`src/rtl/kbd_combo_matrix.sv`:
```
`default_nettype none
// ============================================================================
//  Module   : kbd_combo_matrix
//  Purpose  : Builds a ROWS x COLS pressed-key matrix for an emulated machine
//             keyboard from serialised key events. Direct events set or clear
//             a single matrix bit. Combo events drive NCOMBO "modifier + key"
//             chord channels: the modifier is asserted first and the key one
//             settle delay later. On release the key drops first and the
//             modifier follows one settle delay later.
//  Revision : 1.0  initial release
// ----------------------------------------------------------------------------
//  Ports
//    clk        in   1          system clock
//    reset      in   1          asynchronous, active-high reset
//    key_stb    in   1          one-cycle event strobe
//    key_press  in   1          1 = press, 0 = release
//    key_combo  in   1          1 = combo channel event, 0 = direct bit event
//    key_idx    in   IW         direct matrix index (row*COLS+col)
//    combo_id   in   CW         combo channel number
//    matrix     out  ROWS*COLS  registered pressed-key matrix (1 = pressed)
//    busy       out  1          registered, 1 while any channel is not idle
//    row_sel    in   ROWS       row strobe (KBD_ROW_READ_EN builds only)
//    col_out    out  COLS       OR of selected rows, registered
//                               (KBD_ROW_READ_EN builds only)
//  Build option
//    KBD_ROW_READ_EN  defined: adds the row_sel/col_out row-scan read port.
// ============================================================================
module kbd_combo_matrix #(
    parameter int ROWS     = 8,
    parameter int COLS     = 8,
    parameter int NCOMBO   = 12,
    parameter int PRESCALE = 1024,
    parameter int SETTLE   = 15,
    localparam int IW = (ROWS * COLS > 1) ? $clog2(ROWS * COLS) : 1,
    localparam int CW = (NCOMBO > 1) ? $clog2(NCOMBO) : 1,
    parameter logic [NCOMBO*IW-1:0] COMBO_MOD = '0,
    parameter logic [NCOMBO*IW-1:0] COMBO_KEY = '0
) (
    input  logic                 clk,
    input  logic                 reset,
    input  logic                 key_stb,
    input  logic                 key_press,
    input  logic                 key_combo,
    input  logic [IW-1:0]        key_idx,
    input  logic [CW-1:0]        combo_id,
    output logic [ROWS*COLS-1:0] matrix,
    output logic                 busy
`ifdef KBD_ROW_READ_EN
    ,
    input  logic [ROWS-1:0]      row_sel,
    output logic [COLS-1:0]      col_out
`endif
);

    localparam int              c_nbits     = ROWS * COLS;
    localparam int              c_pw        = $clog2(PRESCALE);
    localparam logic [c_pw-1:0] c_pre_max   = c_pw'(PRESCALE - 1);
    localparam logic [IW:0]     c_nbits_w   = (IW + 1)'(c_nbits);
    localparam logic [7:0]      c_settle_m1 = 8'(SETTLE - 1);

    typedef enum logic [1:0] {
        S_IDLE = 2'd0,
        S_MOD  = 2'd1,
        S_HOLD = 2'd2,
        S_REL  = 2'd3
    } state_t;

    logic [c_pw-1:0]    r_pre_cnt;
    logic               w_tick;
    logic [c_nbits-1:0] r_direct;
    logic [c_nbits-1:0] w_direct_nxt;
    logic [c_nbits-1:0] w_combo_bits;
    logic [c_nbits-1:0] r_matrix;
    logic               r_busy;
    logic [NCOMBO-1:0]  w_mod_on;
    logic [NCOMBO-1:0]  w_key_on;

    // ------------------------------------------------------------------
    // Delay-tick prescaler: one-cycle tick every PRESCALE clocks
    // ------------------------------------------------------------------
    assign w_tick = (r_pre_cnt == c_pre_max);

    always_ff @(posedge clk or posedge reset) begin
        if (reset) begin
            r_pre_cnt <= '0;
        end else begin
            r_pre_cnt <= w_tick ? '0 : r_pre_cnt + c_pw'(1);
        end
    end

    // ------------------------------------------------------------------
    // Direct bits. The next value feeds the matrix register so a direct
    // event is visible the cycle after its strobe.
    // ------------------------------------------------------------------
    always_comb begin
        w_direct_nxt = r_direct;
        if (key_stb && !key_combo && ({1'b0, key_idx} < c_nbits_w)) begin
            w_direct_nxt[key_idx] = key_press;
        end
    end

    // ------------------------------------------------------------------
    // Combo channels
    // ------------------------------------------------------------------
    for (genvar g = 0; g < NCOMBO; g++) begin : g_ch
        state_t     r_state;
        state_t     w_state_nxt;
        logic [7:0] r_cnt;
        logic [7:0] w_cnt_nxt;
        logic       w_ev;

        // Ids with no channel behind them simply never match.
        assign w_ev = key_stb && key_combo && (combo_id == CW'(g));

        // An accepted event takes priority over a coincident tick, so the
        // count only advances when the state is not being redirected.
        always_comb begin
            w_state_nxt = r_state;
            w_cnt_nxt   = r_cnt;
            case (r_state)
                S_IDLE: begin
                    if (w_ev && key_press) begin
                        w_state_nxt = S_MOD;
                        w_cnt_nxt   = 8'd0;
                    end
                end
                S_MOD: begin
                    if (w_ev && !key_press) begin
                        w_state_nxt = S_IDLE;
                        w_cnt_nxt   = 8'd0;
                    end else if (w_tick) begin
                        w_cnt_nxt = r_cnt + 8'd1;
                        if (r_cnt == c_settle_m1) begin
                            w_state_nxt = S_HOLD;
                        end
                    end
                end
                S_HOLD: begin
                    if (w_ev && !key_press) begin
                        w_state_nxt = S_REL;
                        w_cnt_nxt   = 8'd0;
                    end
                end
                S_REL: begin
                    // Re-press goes straight back to the lead phase; the
                    // modifier is driven in both states so it never gaps.
                    if (w_ev && key_press) begin
                        w_state_nxt = S_MOD;
                        w_cnt_nxt   = 8'd0;
                    end else if (w_tick) begin
                        w_cnt_nxt = r_cnt + 8'd1;
                        if (r_cnt == c_settle_m1) begin
                            w_state_nxt = S_IDLE;
                            w_cnt_nxt   = 8'd0;
                        end
                    end
                end
                default: begin
                    w_state_nxt = S_IDLE;
                    w_cnt_nxt   = 8'd0;
                end
            endcase
        end

        always_ff @(posedge clk or posedge reset) begin
            if (reset) begin
                r_state <= S_IDLE;
                r_cnt   <= 8'd0;
            end else begin
                r_state <= w_state_nxt;
                r_cnt   <= w_cnt_nxt;
            end
        end

        assign w_mod_on[g] = (w_state_nxt != S_IDLE);
        assign w_key_on[g] = (w_state_nxt == S_HOLD);
    end

    // Overlapping channel bits and direct bits are simply OR'd together.
    always_comb begin
        w_combo_bits = '0;
        for (int i = 0; i < NCOMBO; i++) begin
            if (w_mod_on[i]) w_combo_bits[COMBO_MOD[i*IW +: IW]] = 1'b1;
            if (w_key_on[i]) w_combo_bits[COMBO_KEY[i*IW +: IW]] = 1'b1;
        end
    end

    always_ff @(posedge clk or posedge reset) begin
        if (reset) begin
            r_direct <= '0;
            r_matrix <= '0;
            r_busy   <= 1'b0;
        end else begin
            r_direct <= w_direct_nxt;
            r_matrix <= w_direct_nxt | w_combo_bits;
            r_busy   <= |w_mod_on;
        end
    end

    assign matrix = r_matrix;
    assign busy   = r_busy;

`ifdef KBD_ROW_READ_EN
    // ------------------------------------------------------------------
    // Row-scan read port: columns of all selected rows OR'd together
    // ------------------------------------------------------------------
    logic [COLS-1:0] r_col;
    logic [COLS-1:0] w_col_nxt;

    always_comb begin
        w_col_nxt = '0;
        for (int r = 0; r < ROWS; r++) begin
            if (row_sel[r]) begin
                w_col_nxt = w_col_nxt | r_matrix[r*COLS +: COLS];
            end
        end
    end

    always_ff @(posedge clk or posedge reset) begin
        if (reset) begin
            r_col <= '0;
        end else begin
            r_col <= w_col_nxt;
        end
    end

    assign col_out = r_col;
`endif

endmodule
`default_nettype wire

```
`config.mk`:
```
export PLATFORM = sky130hd
export DESIGN_NAME = kbd_combo_matrix
export DESIGN_NICKNAME = d
export VERILOG_FILES = /design/src/rtl/kbd_combo_matrix.sv
export SDC_FILE = /design/constraint.sdc
export NUM_CORES = 1
export LEC_CHECK = 0
export ABC_AREA = 1
export BUFFER_PORTS_ARGS = -buffer_cell sky130_fd_sc_hd__buf_2
export CORE_ASPECT_RATIO = 1.75
export CORE_MARGIN = 2
export CORE_UTILIZATION = 45
export CTS_BUF_LIST = sky130_fd_sc_hd__clkbuf_16
export CTS_CLUSTER_SIZE = 28
export DETAILED_ROUTE_END_ITERATION = 8
export PLACE_DENSITY = 0.7
export SYNTH_ARGS = -nofsm -noshare
export SYNTH_HDL_FRONTEND = slang
export SYNTH_SLANG_ARGS = --single-unit
```
`constraint.sdc`:
```
create_clock -name clk -period 16.35 [get_ports clk]
set_input_delay 3.27 -clock clk [delete_from_list [all_inputs] [get_ports clk]]
set_output_delay 3.27 -clock clk [all_outputs]
set_load 0.01 [all_outputs]
```
# Yosys cells after proc, flatten, opt, wreduce, memory -nomap -nowiden
# Index checks and enable logic that the tools add are counted.
[word_totals]
input_bits = 15
ff_bits = 259
wordCells = 476
output_inout_bits = 65
[op_classes]
n_reduce_logical = 79
bitwise = 1
mux = 233
add_sub_neg = 13
magnitude_cmp = 2
n_eq_ne = 120
[ops]
columns = ["cell", "n"]
rows = [
  ["2-to-1 mux 8 bit", 84],
  ["case mux 8 bit (4 select lines)", 12],
  ["2-to-1 mux 2 bit", 96],
  ["adder 8 x 1 -> 8 bit, second input constant", 12],
  ["equality test 8 x 4 -> 1 bit, second input constant", 12],
  ["case mux 2 bit (4 select lines)", 12],
  ["equality test 2 bit, second input constant", 36],
  ["!= test 3 bit, second input constant", 24],
  ["bitwise mux 64 bit", 1],
  ["2-to-1 mux 64 bit", 1],
  ["OR 64 x 1 -> 64 bit", 1],
  ["!= test 2 bit, second input constant", 24],
  ["AND reduction 4 bit", 12],
  ["logical AND 1 bit", 39],
  ["2-to-1 mux 1 bit", 25],
  ["equality test 2 x 1 -> 1 bit, second input constant", 12],
  ["logical NOT 2 bit", 12],
  ["nonzero test 2 bit", 12],
  ["equality test 4 x 3 -> 1 bit, second input constant", 4],
  ["equality test 4 bit, second input constant", 4],
  ["OR reduction 12 bit", 1],
  ["adder 10 x 1 -> 10 bit, second input constant", 1],
  ["equality test 10 bit, second input constant", 1],
  ["2-to-1 mux 10 bit", 1],
  ["7 further kinds", 9],
]

# Longest topological paths before layout
[depth]
ltp_word = 31
mapped_depth = 16
depth_no_buf = 15

# Worst setup path after synthesis
# OpenSTA, ideal clock, no wires.
[synth_timing]
path_kind = "input -> register"
startpoint = "in key_combo"
endpoint = "reg g_ch[11].r_cnt[7]"
n_path_buf = 2
path_slack_ns = 11.780
setup_ns = 0.128
path_stages = 11
arrival_ns = 4.442
cell_sequence = "nand2_2 -> nor2_1 -> buf_4 -> nand3_1 -> nand2_1 -> nand2_1 -> nand2_1 -> nand3_1 -> buf_2 -> nor2_1 -> nor3b_1"
[synth_via]
elab_chain_cells = 5
word_cells_on_any_way = 12
[synth_rtl]
columns = ["item", "line_no", "rtl"]
rows = [
  ["start: declaration", "43", "input logic key_combo,"],
  ["logical AND 1 bit (*) (2 in a row)", "113", "assign w_ev = key_stb && key_combo && (combo_id == CW'(g));"],
  ["logical AND 1 bit, on equally long branches", "n/a", ""],
  ["!= test 3 bit (no source line), or another cell as far along", "n/a", ""],
  ["AND reduction 4 bit (no source line) / case mux 8 bit (4 select lines) (equally long branches)", "n/a", ""],
  ["end signal: assignment", "171", "r_cnt <= w_cnt_nxt;"],
  ["end: declaration", "108", "logic [7:0] r_cnt;"],
]
# Every way passes the cells marked *; elsewhere a longest branch is shown, timed or not.
# A chain may end at the register's enable or synchronous reset.

# Worst setup path in the final report
[layout_timing]
startpoint = "in key_press"
endpoint = "reg g_ch[6].r_cnt[0]"
[layout_via]
elab_chain_cells = 4
word_cells_on_any_way = 11
[layout_rtl]
columns = ["item", "line_no", "rtl"]
rows = [
  ["start: declaration", "42", "input logic key_press,"],
  ["logical NOT 1 bit", "128, 139", ""],
  ["logical AND 1 bit", "128, 139", ""],
  ["!= test 3 bit (no source line), or another cell as far along", "n/a", ""],
  ["AND reduction 4 bit (no source line) / case mux 8 bit (4 select lines) (equally long branches)", "n/a", ""],
  ["end signal: assignment", "171", ""],
  ["end: declaration", "108", ""],
]
# Parallel ways exist; a longest one is shown, timed or not.

==> impl_metrics.toml <==
[sta]
worst_slew_pin_slew_ns = 1.22
rsz0062_at_grt = "false"
timing.final.crit_share_pct = 32.5
holdWs_ns = 0.485
fmax_mhz = 188
fin_setup_tns_ns = 0
hold_violations = 0
slew_headroom_pct = 18.1
period_needed_ns = 5.31
report.final.slew_viol_count = 0
skew_ns = 0.00970
finalSetupViolCount = 0

[grt]
grt_pass1_vias = 9411
grt_pass1_wl_um = 42800
grt_remaining_overflow = 0
track_usage_pct = 19.0
grt_max_degree = 116
antenna_found_initial = 1

[pwr]
total_leakage_power_uw = 0.00616
p_per_area_nw_per_um2 = 122
ir_drop_mv = 0.0834
total_power_uw = 1520

[floorplanning]
die_h_um = 216
start_util_pct = 45.7
die_area_um2 = 27000
fp.dieW_um = 125
io_pins = 80
rows = 77
fp.coreArea_um2 = 25200

[routing]
wl_per_cell_um = 13.3
vias = 9850
drc = 0
ant_nets = 0
dr.pass1.iters = 5
drt-total-wl_um = 25000
viasPerCell = 5.23
drtIter0Drc = 466

[logic_synthesis]
synth_nets = 1588
synthFlopType = "dfrtp_1"
yosysTopAreaCell = "dfrtp_1"
synthTopCellsByArea = "dfrtp_1 42%, nand2_1 10%, inv_1 7.2%"
ys_seq_area_share_pct = 42.5
syn_area_per_cell_um2 = 7.46
syn-instance-count = 1548
syn-cell-area_um2 = 11500
ys_seq_elements = 196
synthArstFlopShare_pct = 100
ys_types = 46
ys.warnings.count = 0
synth_top_area_share_pct = 42.5
synth_edf_count = 0

[worst_setup_path]
crit_fanout = 73
r2r_start = "r_pre_cnt[0]"
worstPathArrival_ns = 5.68
critPathKind = "in2reg"
crit_start = "key_press"
cp-start-kind = "input port"
r2r_end = "g_ch[2].r_cnt[7]"
rrSetupSlack_ns = 13.62
cp-endpoint = "g_ch[6].r_cnt[0]"
end_kind = "flop"
r2r_cells = 9
critPathRequiredTime_ns = 16.72

[outcome]
outcome = "finished, final reports clean"

[clock_network]
cts_root_buf = "clkbuf_16"
cts_tree = "built"
cts_buffers = 17
postCtsResizedCells = 0
clk_pin_slew_worst_paths_ns = 0.07
h-tree-depth = 4
cts_hold_buf = 0
post_cts.repair.setup_buffers = 0
cts.sink_count = 196
clockBufferDepth = 2
clk_latency_ns = 0.45

[cells_and_area]
final_cell_mix = "311 x nand2_1, 222 x inv_1, 196 x dfrtp_1, 174 x nor2_1, 119 x nand3_1"
mostFrequentLayoutCell = "nand2_1"
postLayoutCellArea_um2 = 12400
area_growth_pct = 7.40
antenna_cells = 0
layout-drive-gt1-share_pct = 10.8
fin_nets = 1596
fin_util_pct = 49.1

[placement]
gp_congestion = 0.900
postPlaceCellArea_um2 = 11800
port_buffers = 79
dpl.hpwl_um = 18000

[worst_hold_path]
hold_class = "reg2reg"

[job]
maxCapViolations = 0
[how the worst min path moves through the flow]
stage                           startpoint                to  slack (ns)  cells after the start
after floorplan           g_ch[2].r_cnt[2]  g_ch[2].r_cnt[2]        0.45                      1
after global placement         r_direct[0]       r_direct[0]        0.47                      2
after detailed placement  g_ch[2].r_cnt[2]  g_ch[2].r_cnt[2]        0.47                      1
after CTS                 g_ch[2].r_cnt[2]  g_ch[2].r_cnt[2]        0.49                      1
after global routing          r_pre_cnt[2]      r_pre_cnt[2]        0.52                      1
final                          r_direct[0]       r_direct[0]        0.49                      2
[registers in the layout, summed over array words and instances, names as in the netlist]
register	cells
busy	1
g_ch.r_cnt	96
g_ch.r_state	24
matrix	63
r_direct	2
r_pre_cnt	10
[cells in the mapped netlist, drive strengths merged (2+ instances only)]
| cell | count |
|---|---|
| nand2 | 313 |
| inv | 232 |
| dfrtp | 196 |
| nor2 | 187 |
| nand3 | 123 |
| a21oi | 119 |
| buf | 82 |
| o21ai | 70 |
| a31oi | 57 |
| nor3 | 32 |
| ha | 25 |
| clkbuf | 19 |
| nand4 | 17 |
| o21a | 10 |
| o22ai | 9 |
| o31ai | 9 |
| nor3b | 7 |
| a22oi | 6 |
| mux2 | 6 |
| a2bb2oi | 4 |
| nor4 | 4 |
| or2 | 4 |
| xnor2 | 4 |
| xor2 | 4 |
| nand3b | 3 |
| o211a | 2 |
[power by group]
part	internal (uW)	leakage (uW)	total [uW]	switching [uW]
Sequential	549	0.00263	605	55.1
Combinational	150	0.00324	476	326
Clock	242	0.000293	437	195
Total	941	0.00616	1520	576
[metal layers]
layer  routed length [um]  up-vias  part of all wire [%]  global-route usage [%]
met1                10500     4619                    42                    22.1
li1                     -     4989                     -                       -
met3                  960       44                   3.8                    3.72
met2                12900      196                    52                    34.0
met4                  647        2                   2.6                    7.81
met5                    7        -                 0.028                       0
[per-stage QoR]
step / setup slack [ns] / instances
floorplan: 7.74 / 1548
global placement: 10.68 / 1853
detailed placement: 10.60 / 1853
CTS: 11.06 / 1885
global route: 10.70 / 1885
finish: 11.04 / 1885
[worst max-delay path, stage by stage]
cell	delay (ns)
buf_2	0.25
inv_2	0.08
buf_4	0.62
nand3_1	0.31
nand2_1	0.14
nand2_1	0.06
nand2_1	0.06
nand3_1	0.31
inv_1	0.27
nand2_1	0.09
o21ai_0	0.18
[layout make-up]
| cell class | instances | area, um2 |
|---|---|---|
| fillers | 2477 | 12800 |
| multi-input cells | 1018 | 5130 |
| flip-flops and latches | 196 | 4900 |
| inverters | 233 | 882 |
| repair buffers | 90 | 478 |
| clock buffers | 17 | 425 |
| well taps | 316 | 395 |
| clock inverters | 15 | 179 |
[kinds of logic after synthesis]
kind of cell	synth area share, %
muxes	0.672
adders and majority gates	2.71
DFF	42.5
buffers and inverters	13.3
xor gates and xnor gates	0.607
and+or+nand+nor	26.0
AOI/OAI and AO/OA	14.3
Power figures use the tool's default switching activity.
